===== src/rtl/steer_quad_multi.sv =====
// Multi-channel steering encoder: left/right levels to Gray quadrature.
// Shared runtime divisor, optional hold-to-accelerate per channel.
module steer_quad_multi #(
  parameter int CHANNELS   = 2,
  parameter int DIV_W      = 16,
  parameter int ACCEL_MAX  = 3,
  parameter int ACCEL_HOLD = 8
) (
  input  logic                    CLK,
  input  logic                    Reset_n,
  input  logic [DIV_W-1:0]        clkdiv,
  input  logic                    accel_en,
  input  logic [CHANNELS-1:0]     left,
  input  logic [CHANNELS-1:0]     right,
  output logic [2*CHANNELS-1:0]   steer,
  output logic [CHANNELS-1:0]     step,
  output logic [3*CHANNELS-1:0]   level
);

  localparam int HW = $clog2(ACCEL_HOLD + 1);
  localparam logic [2:0] LMAX = 3'(ACCEL_MAX);

  logic [DIV_W-1:0] w_base;
  assign w_base = (clkdiv == '0) ? DIV_W'(1) : clkdiv;

  // dir encoding: bit0 = right, bit1 = left
  function automatic logic [1:0] gstep(
    input logic [1:0] p,
    input logic       dir_r
  );
    logic [1:0] n;
    n = p;
    unique case (p)
      2'b00: n = dir_r ? 2'b01 : 2'b10;
      2'b01: n = dir_r ? 2'b11 : 2'b00;
      2'b11: n = dir_r ? 2'b10 : 2'b01;
      2'b10: n = dir_r ? 2'b00 : 2'b11;
      default: n = p;
    endcase
    return n;
  endfunction

  for (genvar i = 0; i < CHANNELS; i++) begin : g_ch
    logic [DIV_W-1:0] r_cnt;
    logic [HW-1:0]    r_hold;
    logic [2:0]       r_lvl;
    logic [1:0]       r_dir;
    logic [1:0]       r_ph;
    logic             r_step;

    logic [DIV_W-1:0] w_shift;
    logic [DIV_W-1:0] w_eff;
    logic [1:0]       w_req;
    logic             w_idle;
    logic             w_rev;
    logic             w_fire;

    assign w_shift = w_base >> r_lvl;
    assign w_eff   = (w_shift == '0) ? DIV_W'(1) : w_shift;
    assign w_req   = {left[i] & ~right[i], right[i] & ~left[i]};
    assign w_idle  = (w_req == 2'b00);
    // a reversal restarts the press; from idle the first cycle counts
    assign w_rev   = !w_idle && (r_dir != 2'b00) && (r_dir != w_req);
    assign w_fire  = !w_idle && !w_rev && (r_cnt >= w_eff - DIV_W'(1));

    always_ff @(posedge CLK or negedge Reset_n) begin
      if (!Reset_n) begin
        r_cnt  <= '0;
        r_hold <= '0;
        r_lvl  <= '0;
        r_dir  <= '0;
        r_ph   <= '0;
        r_step <= 1'b0;
      end else begin
        r_step <= 1'b0;
        r_dir  <= w_req;
        unique case (1'b1)
          w_idle, w_rev: begin
            r_cnt  <= '0;
            r_hold <= '0;
            r_lvl  <= '0;
          end
          w_fire: begin
            r_cnt  <= '0;
            r_ph   <= gstep(r_ph, w_req[0]);
            r_step <= 1'b1;
            if (r_hold == HW'(ACCEL_HOLD - 1)) begin
              r_hold <= '0;
              r_lvl  <= (r_lvl >= LMAX) ? LMAX : r_lvl + 3'd1;
            end else begin
              r_hold <= r_hold + HW'(1);
            end
          end
          default: r_cnt <= r_cnt + DIV_W'(1);
        endcase
        if (!accel_en) begin
          r_hold <= '0;
          r_lvl  <= '0;
        end
      end
    end

    assign steer[2*i +: 2] = r_ph;
    assign step[i]         = r_step;
    assign level[3*i +: 3] = r_lvl;
  end

endmodule


===== config.mk =====
export PLATFORM = sky130hd
export DESIGN_NAME = steer_quad_multi
export DESIGN_NICKNAME = d
export VERILOG_FILES = /design/src/rtl/steer_quad_multi.sv
export SDC_FILE = /design/constraint.sdc
export NUM_CORES = 1
export LEC_CHECK = 0
export ABC_AREA = 1
export BUFFER_PORTS_ARGS = -buffer_cell sky130_fd_sc_hd__clkbuf_2
export CAP_MARGIN = 20
export CORE_MARGIN = 2
export CORE_UTILIZATION = 65
export CTS_CLUSTER_SIZE = 28
export DETAILED_ROUTE_END_ITERATION = 7
export PLACE_DENSITY = 0.95
export SYNTH_ARGS = -nofsm -noshare
export SYNTH_HDL_FRONTEND = slang
export SYNTH_SLANG_ARGS = --single-unit

===== constraint.sdc =====
create_clock -name CLK -period 5.8 [get_ports CLK]
set_clock_uncertainty 0.15 [all_clocks]
set_input_delay 0.29 -clock CLK [delete_from_list [all_inputs] [get_ports CLK]]
set_output_delay 0.29 -clock CLK [all_outputs]
set_load 0.01 [all_outputs]

Word-level counts from Yosys, hierarchy flattened --
Cells that the tools add are included. W data, S select, Z words.
Operators by class: shift operators 2, order comparisons 4, add/sub/neg operators 8, mux-type cells 31, bitwise logic cells 8, reduce and logical (&&, ||, !) cells 27, eq/ne operators 14
Operator list (count):
- $mux W16 | 5
- $logic_not A16 Y1 | 3
- $add A16 B1 Y16 const B | 2
- $ge A16 B16 Y1 | 2
- $shr A16 B3 Y16 | 2
- $sub A16 B1 Y16 const B | 2
- $mux W3 | 6
- $mux W2 | 8
- $mux W4 | 4
- $pmux W2 S4 | 2
- $pmux W4 S2 | 2
- $pmux W3 S2 | 2
- $add A4 B1 Y4 const B | 2
- $eq A2 B2 Y1 const B | 4
- $eq A4 B3 Y1 const B | 2
- $logic_and A1 B1 Y1 | 8
- $logic_not A2 Y1 | 4
- $add A3 B1 Y3 const B | 2
- $ge A3 B2 Y1 const B | 2
- $ne A3 B1 Y1 const B | 2
- $ne A3 B2 Y1 const B | 2
- $reduce_or A3 Y1 | 2
- $and A1 B1 Y1 | 4
- $eq A2 B1 Y1 const B | 2
- 7 further kinds | 18
Storage, ports and cells: bits of input ports 23, logic and storage cells 106, flip-flop bits (word level) 56

Depth between registers and ports, before layout --
Gate-level depths: netlist of run 1.
word-level depth 11, gate-level depth with buffers 29, mapped depth without buffers 28

Worst setup path before layout of run 1 --
Ideal clock, no wire load.
path type register to register, start point register g_ch[1].r_lvl[0], end point register g_ch[1].r_cnt[7], data arrival time 3.819 ns, slack 1.745 ns, cell stages (with the launch flop) 26, data required time 5.564 ns, clock period less this slack 4.055 ns, setup time 0.086 ns, cell sequence dfrtp_1 -> buf_4 -> buf_6 -> o211ai_1 -> nand3_1 -> nand2_1 -> nor2_1 -> nand2_1 -> nor2_2 -> a31oi_4 -> ha_1 -> inv_1 -> nor2_1 -> nand4_2 -> nor2_2 -> nand4_1 -> xnor2_1 -> ha_1 -> nand4_1 -> inv_1 -> a21oi_1 -> nand3_1 -> nor2_1 -> inv_1 -> clkbuf_1 -> nor3_1
Between the ends: word-level cells in the longest chain between the ends 8
RTL lines:
- start: declaration | RTL line 46 | logic [2:0] r_lvl;
- start signal: assignment | RTL line 89 | r_lvl <= (r_lvl >= LMAX) ? LMAX : r_lvl + 3'd1;
- $shr A16 B3 Y16 * | RTL line 58 | assign w_shift = w_base >> r_lvl;
- $logic_not A16 Y1 | RTL line 59 | assign w_eff = (w_shift == '0) ? DIV_W'(1) : w_shift;
- $mux W16 * | RTL line 59
- $sub A16 B1 Y16 * | RTL line 64 | assign w_fire = !w_idle && !w_rev && (r_cnt >= w_eff - DIV_W'(1));
- $ge A16 B16 Y1 * | RTL line 64
- $logic_and A1 B1 Y1 * | RTL line 64
- $reduce_or A3 Y1 (no line) *
- $mux W16 * | RTL line 77 | unique case (1'b1)
- end signal: assignment | RTL line 94 | default: r_cnt <= r_cnt + DIV_W'(1);
- end: declaration | RTL line 44 | logic [DIV_W-1:0] r_cnt;
Every way passes the cells marked *; elsewhere a longest branch is shown, timed or not. A chain may end at the register's enable or synchronous reset.

Final worst setup path of run 1 --
start point register g_ch[1].r_lvl[2], end point register g_ch[1].r_lvl[1]
Between the ends: word-level cells in the longest chain between the ends 8
RTL lines:
- $shr A16 B3 Y16 * | RTL line 58
- $logic_not A16 Y1 | RTL line 59
- $mux W16 * | RTL line 59
- $sub A16 B1 Y16 * | RTL line 64
- $ge A16 B16 Y1 * | RTL line 64
- $logic_and A1 B1 Y1 * | RTL line 64
- named net g_ch[1].w_fire | RTL line 56 | logic w_fire;
- $pmux W3 S2, or another cell as far along | RTL line 77
- $mux W3 or $reduce_and A2 Y1 (tied branches)
Mark *: on every way through the listed nets, which the timed path passes. The rest lies on a longest branch. The select of a mux whose other input is x is not followed.

==> run metrics, run 1 <==
commonest non-fill, non-tap cell in the layout nand2_1; P per Cell Area between 100 and 150 nW/um^2; total die area 9380 um^2; Period Utilization, post-route 0.860; distinct cell type count after synthesis 47; CP Launch Type flip-flop; Crit Path Category flip-flop to flip-flop; Tmin final between 4 and 5 ns; ys flop type dfrtp_1; Sw Ratio 0.294; Die Y around 97 um; Final Hold Viols 0; fmax between 200 and 250 MHz; nets ~940; syn_area_per_cell ~6.6 um^2; clock group share of total power 0.333; yosys warns 0; IO Count 35; sequential group share of total power 0.469; initial DRC count 362; via count of the first global-routing pass 5012; port buffer count 34; CTS max path bufs 2; H-tree depth 2; total CTS buffers 5; initial core utilization 0.675; Synth area leaders dfrtp_1 (25%), nand2_1 (17%), ha_1 (10%); status completed; crit-path max FO 20; Residual DRC 0; transition time of the tightest slew-check pin between 0.7 and 0.8 ns; site row count 33; Max Cap Viol 0; Mapped Area approximately 5600 um^2; FFs w/ async S/R, synth 1.00; worst min-delay path class input port to flip-flop; internal power roughly 600 uW; Core ar. around 8300 um^2; RSZ-0062 raised after global routing no; Inserted Diodes 0; syn_nets ~910; internal reg-to-reg setup slack just over 0.8 ns; most frequent cells in the layout nand2_1 (248), inv_1 (88), nand3_1 (85); Slew HR 0.506; drt first pass iters 7; EDFF count, synth 0; CP most frequent cell nand2_1; GRT Overall Usage 0.281; P&R area growth vs syn 5.36%; Final Instance Area 5900 um^2; Yosys reg bits between 50 and 60; CP arrival 5.10 ns; HPWL Detailed 9860 um; total number of vias approximately 5.6k; Synth area leader dfrtp_1; CTS tree done; Clock Sinks 56; clk slew on worst S/H paths ~0.10 ns; Critical Path RT slightly below 6 ns; vias per inst between 5 and 6; share of layout cells above drive strength 1 0.113; Synth top area share 0.250; slowest stage cell, crit path inv_1; final setup TNS 0 ns; Leak 0.00297 uW; Peak VDD IR about 0.0001 V; first-pass GRT wire length about 23000 um; setup violators final 0; largest net degree at the start of global routing 57; Combinational Power Share 0.198; Post-DP Area ~5800 um^2; P_sw around 250 uW; Max Slew Vio Count 0; crit end category flip-flop; Overflow after GRT 0; sequential share of the synthesized area 0.250; initial antenna violation count 0; final antenna-violating net count 0; Critical Path Max Stage Delay between 0.4 and 0.5 ns; Syn Inst Count ~850; Routed WL per cell about 13 um; final wirelength approximately 13000 um; GP Congestion around 1; root buffer cell clkbuf_8; die width 96.9 um; Skew-Pair Late Insertion Delay 0.31 ns
timing repair:
action                                 4_1_cts  5_1_grt
setup endpoints to repair                    0        3
resized for setup                            0        1
buffers inserted                             0        0
endpoints found under the hold margin       56        0
hold buffers                                 1        0
cells by family after synthesis:
| kind of cell | share of synthesized area |
|---|---|
| buffers and inverters | 0.0965 |
| AND/OR/NAND/NOR | 0.399 |
| flip-flops | 0.250 |
| AO/OA/AOI/OAI | 0.115 |
| adder cells (fa/ha/maj) | 0.103 |
| XOR/XNOR | 0.0375 |
worst max-delay path: cells and delay by family (launching register included):
kind / cells / cell delay [ns]
AOI/OAI and AO/OA: 2 / 0.65
xor gates and xnor gates: 1 / 0.15
adders and majority gates: 2 / 0.56
buffers and inverters: 5 / 1.03
DFF: 1 / 0.37
and+or+nand+nor: 16 / 2.01
sequential cells by signal (all words and copies together) (netlist names):
name,flops
g_ch.r_ph,4
g_ch.r_hold,8
g_ch.r_dir,4
g_ch.r_lvl,6
g_ch.r_step,2
g_ch.r_cnt,32
worst paths after layout:
| kind | start | end | cells after the start |
|---|---|---|---|
| max | g_ch[1].r_lvl[2] | g_ch[1].r_lvl[1] | 26 |
| min | left[0] | g_ch[0].r_dir[1] | 2 |
| max reg2reg | g_ch[1].r_lvl[2] | g_ch[1].r_lvl[1] | 26 |
| min reg2reg | g_ch[0].r_cnt[0] | g_ch[0].r_cnt[0] | 1 |
| max in group asynchronous | Reset_n | g_ch[1].r_lvl[0] | 3 |
| min in group asynchronous | Reset_n | g_ch[1].r_cnt[12] | 3 |
cells in the mapped netlist (2+ instances only):
cell      number
nor2_1        74
nor2_2         4
nand3b_1       2
nor3_1        20
nand3_1       85
xnor2_1       10
nand2_2        8
o31ai_1        2
o21ai_2        5
nand2_1      248
dfrtp_1       56
or2_2          2
inv_1         88
ha_1          46
o211ai_1      11
clkbuf_1       5
a31oi_4        2
and2_1         2
nor3b_1        3
buf_4          6
buf_2          6
xor2_1        14
o21ai_0       36
buf_6          6
and3_1         3
o21ai_1        5
inv_2          9
nor2_4         4
nor4_1         2
nand3_2        6
a21oi_1       39
nand4_1       21
power groups by stage:
stage          combinational, uW  clock [uW]  sequential [uW]
2_1_floorplan                115           0              407
3_3_place_gp                 160           0              407
3_5_place_dp                 163           0              408
4_1_cts                      168         287              400
5_1_grt                      193         304              401
6_report                     169         284              400
per-stage QoR:
stage / hold slack (ns) / total power [uW] / std cells / worst slack [ns] / utilization
after floorplan: -0.156 / 522 / 845 / 1.74 / -
after global placement: 0.309 / 567 / 964 / 0.978 / 0.695
after detailed placement: 0.310 / 571 / 964 / 0.771 / 0.695
after CTS: 0.137 / 854 / 973 / 0.637 / 0.711
after global routing: 0.146 / 898 / 973 / 0.346 / 0.711
final: 0.139 / 853 / 973 / 0.810 / 0.711
per-layer routing:
| layer | GRT usage | vias up | share of wire |
|---|---|---|---|
| met3 | 0.0347 | 30 | 0.063 |
| met4 | 0.0878 | 0 | 0.025 |
| li1 | - | 2830 | - |
| met2 | 0.438 | 207 | 0.45 |
| met1 | 0.409 | 2532 | 0.46 |
| met5 | 0 | - | 0 |
layout make-up:
cell class                 instances  area [um^2]
clock buffer                       7         96.3
clock inverter                     1         30.0
fill                             684         2390
inverter                          99          379
multi-input combinational        667         3660
sequential                        56         1400
tap                              105          131
timing repair buffer              38          203
Note: power is estimated with default switching activity, not from simulation.
==> inputs of run 2 (changes only) <==
--- a/config.mk
+++ b/config.mk
@@ -8,6 +8,7 @@
 export ABC_AREA = 1
 export BUFFER_PORTS_ARGS = -buffer_cell sky130_fd_sc_hd__clkbuf_2
 export CAP_MARGIN = 20
+export CORE_ASPECT_RATIO = 1.25
 export CORE_MARGIN = 2
 export CORE_UTILIZATION = 65
 export CTS_CLUSTER_SIZE = 28
==> run metrics, run 2 (synthesis results as in run 1) <==
status completed (unchanged); Setup Fix Bufs, Post-CTS 0 (unchanged); Max Slew Vio Count 0 (unchanged); hold path start left[0] (unchanged); Overflow after GRT 0 (unchanged); max FFs per register 32 (unchanged); Peak VDD IR 0.000143 V (was 0.0000998 V); CTS max path bufs 2 (unchanged); Routed WL per cell 13.7 um (was 13.4 um); internal reg-to-reg setup slack 0.61 ns (was 0.81 ns); Inserted Diodes 0 (unchanged); CP top delay family simple AND/OR/NAND/NOR gates (unchanged); setup ws final 0.608 ns (was 0.810 ns); Leak 0.00296 uW (was 0.00297 uW); final wirelength 13200 um (was 13100 um); root buffer cell clkbuf_8 (unchanged); nets 937 (was 936); CP Buf/Inv Count 3 (was 5); pre-CTS WS 0.759 ns (was 0.771 ns); Skew-Pair Late Insertion Delay 0.32 ns (was 0.31 ns); CP Launch Type flip-flop (unchanged); Critical Path RT 5.91 ns (about the same); most frequent cells in the layout nand2_1 (248), inv_1 (88), nand3_1 (85) (unchanged); Die Y 108 um (was 96.9 um); crit-path max FO 32 (was 20); crit end category flip-flop (unchanged); share of layout cells above drive strength 1 0.113 (about the same); CP most frequent cell nand2_1 (unchanged); vias per inst 5.72 (was 5.75); port buffer count 34 (unchanged); RSZ-0062 raised after global routing no (unchanged); via count of the first global-routing pass 5422 (was 5012); first-pass GRT wire length 22900 um (was 22600 um); Crit Path Category flip-flop to flip-flop (unchanged); initial antenna violation count 0 (unchanged); initial DRC count 391 (was 362); Residual DRC 0 (unchanged); RR Endpoint g_ch[1].r_lvl[0] (was g_ch[1].r_lvl[1]); fmax 193 MHz (was 200 MHz); drt first pass iters 5 (was 7); CP arrival 5.30 ns (was 5.10 ns); FF-to-FF Start g_ch[1].r_lvl[0] (was g_ch[1].r_lvl[2]); Clock Sinks 56 (unchanged); total number of vias 5529 (was 5599); Critical Path Max Stage Delay 0.93 ns (was 0.46 ns); slowest stage cell, crit path dfrtp_1 (was inv_1); largest net degree at the start of global routing 57 (unchanged); clk slew on worst S/H paths 0.11 ns (was 0.10 ns); Core ar. 8290 um^2 (was 8300 um^2); Final Hold Viols 0 (unchanged); die width 87.1 um (was 96.9 um); Slew HR 0.411 (was 0.506); transition time of the tightest slew-check pin 0.883 ns (was 0.742 ns); Tmin final 5.19 ns (was 4.99 ns); total CTS buffers 5 (unchanged); IO Count 35 (unchanged); Period Utilization, post-route 0.895 (was 0.860); site row count 37 (was 33); initial core utilization 0.676 (was 0.675); Hold Slack 0.141 ns (was 0.139 ns); Hold Path Depth 2 (unchanged); P per Cell Area 134 nW/um^2 (was 144 nW/um^2); P&R area growth vs syn 4.64% (was 5.36%); CTS tree done (unchanged); Hold Crit Endpoint g_ch[0].r_dir[1] (unchanged); commonest non-fill, non-tap cell in the layout nand2_1 (unchanged); final setup TNS 0 ns (unchanged); setup violators final 0 (unchanged); R2R depth 28 (was 26); H-tree depth 2 (unchanged); GP Congestion 0.951 (was 0.989); HPWL Detailed 10200 um (was 9860 um); total die area 9390 um^2 (was 9380 um^2); final antenna-violating net count 0 (unchanged); GRT Overall Usage 0.300 (was 0.281); Max Cap Viol 0 (unchanged); Biggest register g_ch.r_cnt (unchanged); worst min-delay path class input port to flip-flop (unchanged); Util after Layout 0.708 (was 0.711); Top Registers g_ch.r_cnt (32), g_ch.r_hold (8), g_ch.r_lvl (6) (unchanged)
-- run 2: changes by cell type in the layout (fill, tap and decap cells not counted), sizes merged --
cell	change
buf	+1
clkbuf	-2
clkinv	+1
clkinvlp	+1
inv	+1
bufinv	-1
-- run 2: stage by stage --
step                power (uW)  std cells  cell area (um^2)
finish                     785        966              5860
global route               829        966              5860
CTS                        788        966              5860
floorplan                  522        845              5600
global placement           569        957              5760
detailed placement         573        957              5760
-- run 2: worst max-delay path by stage --
stage | startpoint | end | slack (ns) | cells after the start
5_1_grt | g_ch[1].r_lvl[0] | g_ch[1].r_cnt[12] | 0.05 | 25
2_1_floorplan | g_ch[1].r_lvl[0] | g_ch[1].r_cnt[7] | 1.74 | 25
4_1_cts | g_ch[1].r_lvl[0] | g_ch[1].r_lvl[0] | 0.69 | 28
3_5_place_dp | g_ch[1].r_lvl[0] | g_ch[1].r_lvl[0] | 0.76 | 28
6_report | g_ch[1].r_lvl[0] | g_ch[1].r_lvl[0] | 0.61 | 28
3_3_place_gp | g_ch[1].r_lvl[0] | g_ch[1].r_lvl[0] | 1.00 | 28
-- run 2: power breakdown --
part	total [uW]	switching (uW)	internal (uW)
Combinational	168	114	53.9
Sequential	401	5.11	395
Clock	217	131	86.0
Total	785	250	535
-- run 2: cell type report --
cell class	count	area [um^2]
Sequential cell	56	1400
Inverter	99	379
Tap cell	97	121
Clock inverter	3	21.3
Clock buffer	5	68.8
Multi-Input combinational cell	667	3660
Timing Repair Buffer	39	210
Fill cell	680	2420
-- run 2: per-layer routing --
layer	wire, um	up-vias	track usage
met5	0	-	0
met4	415	0	0.115
met3	527	39	0.0337
met2	6960	164	0.565
met1	5290	2503	0.336
li1	-	2823	-
-- run 2: what timing repair did --
action                                 CTS  global route
hold buffers                             1             0
endpoints found under the hold margin   46             0
gates resized for setup                  0             0
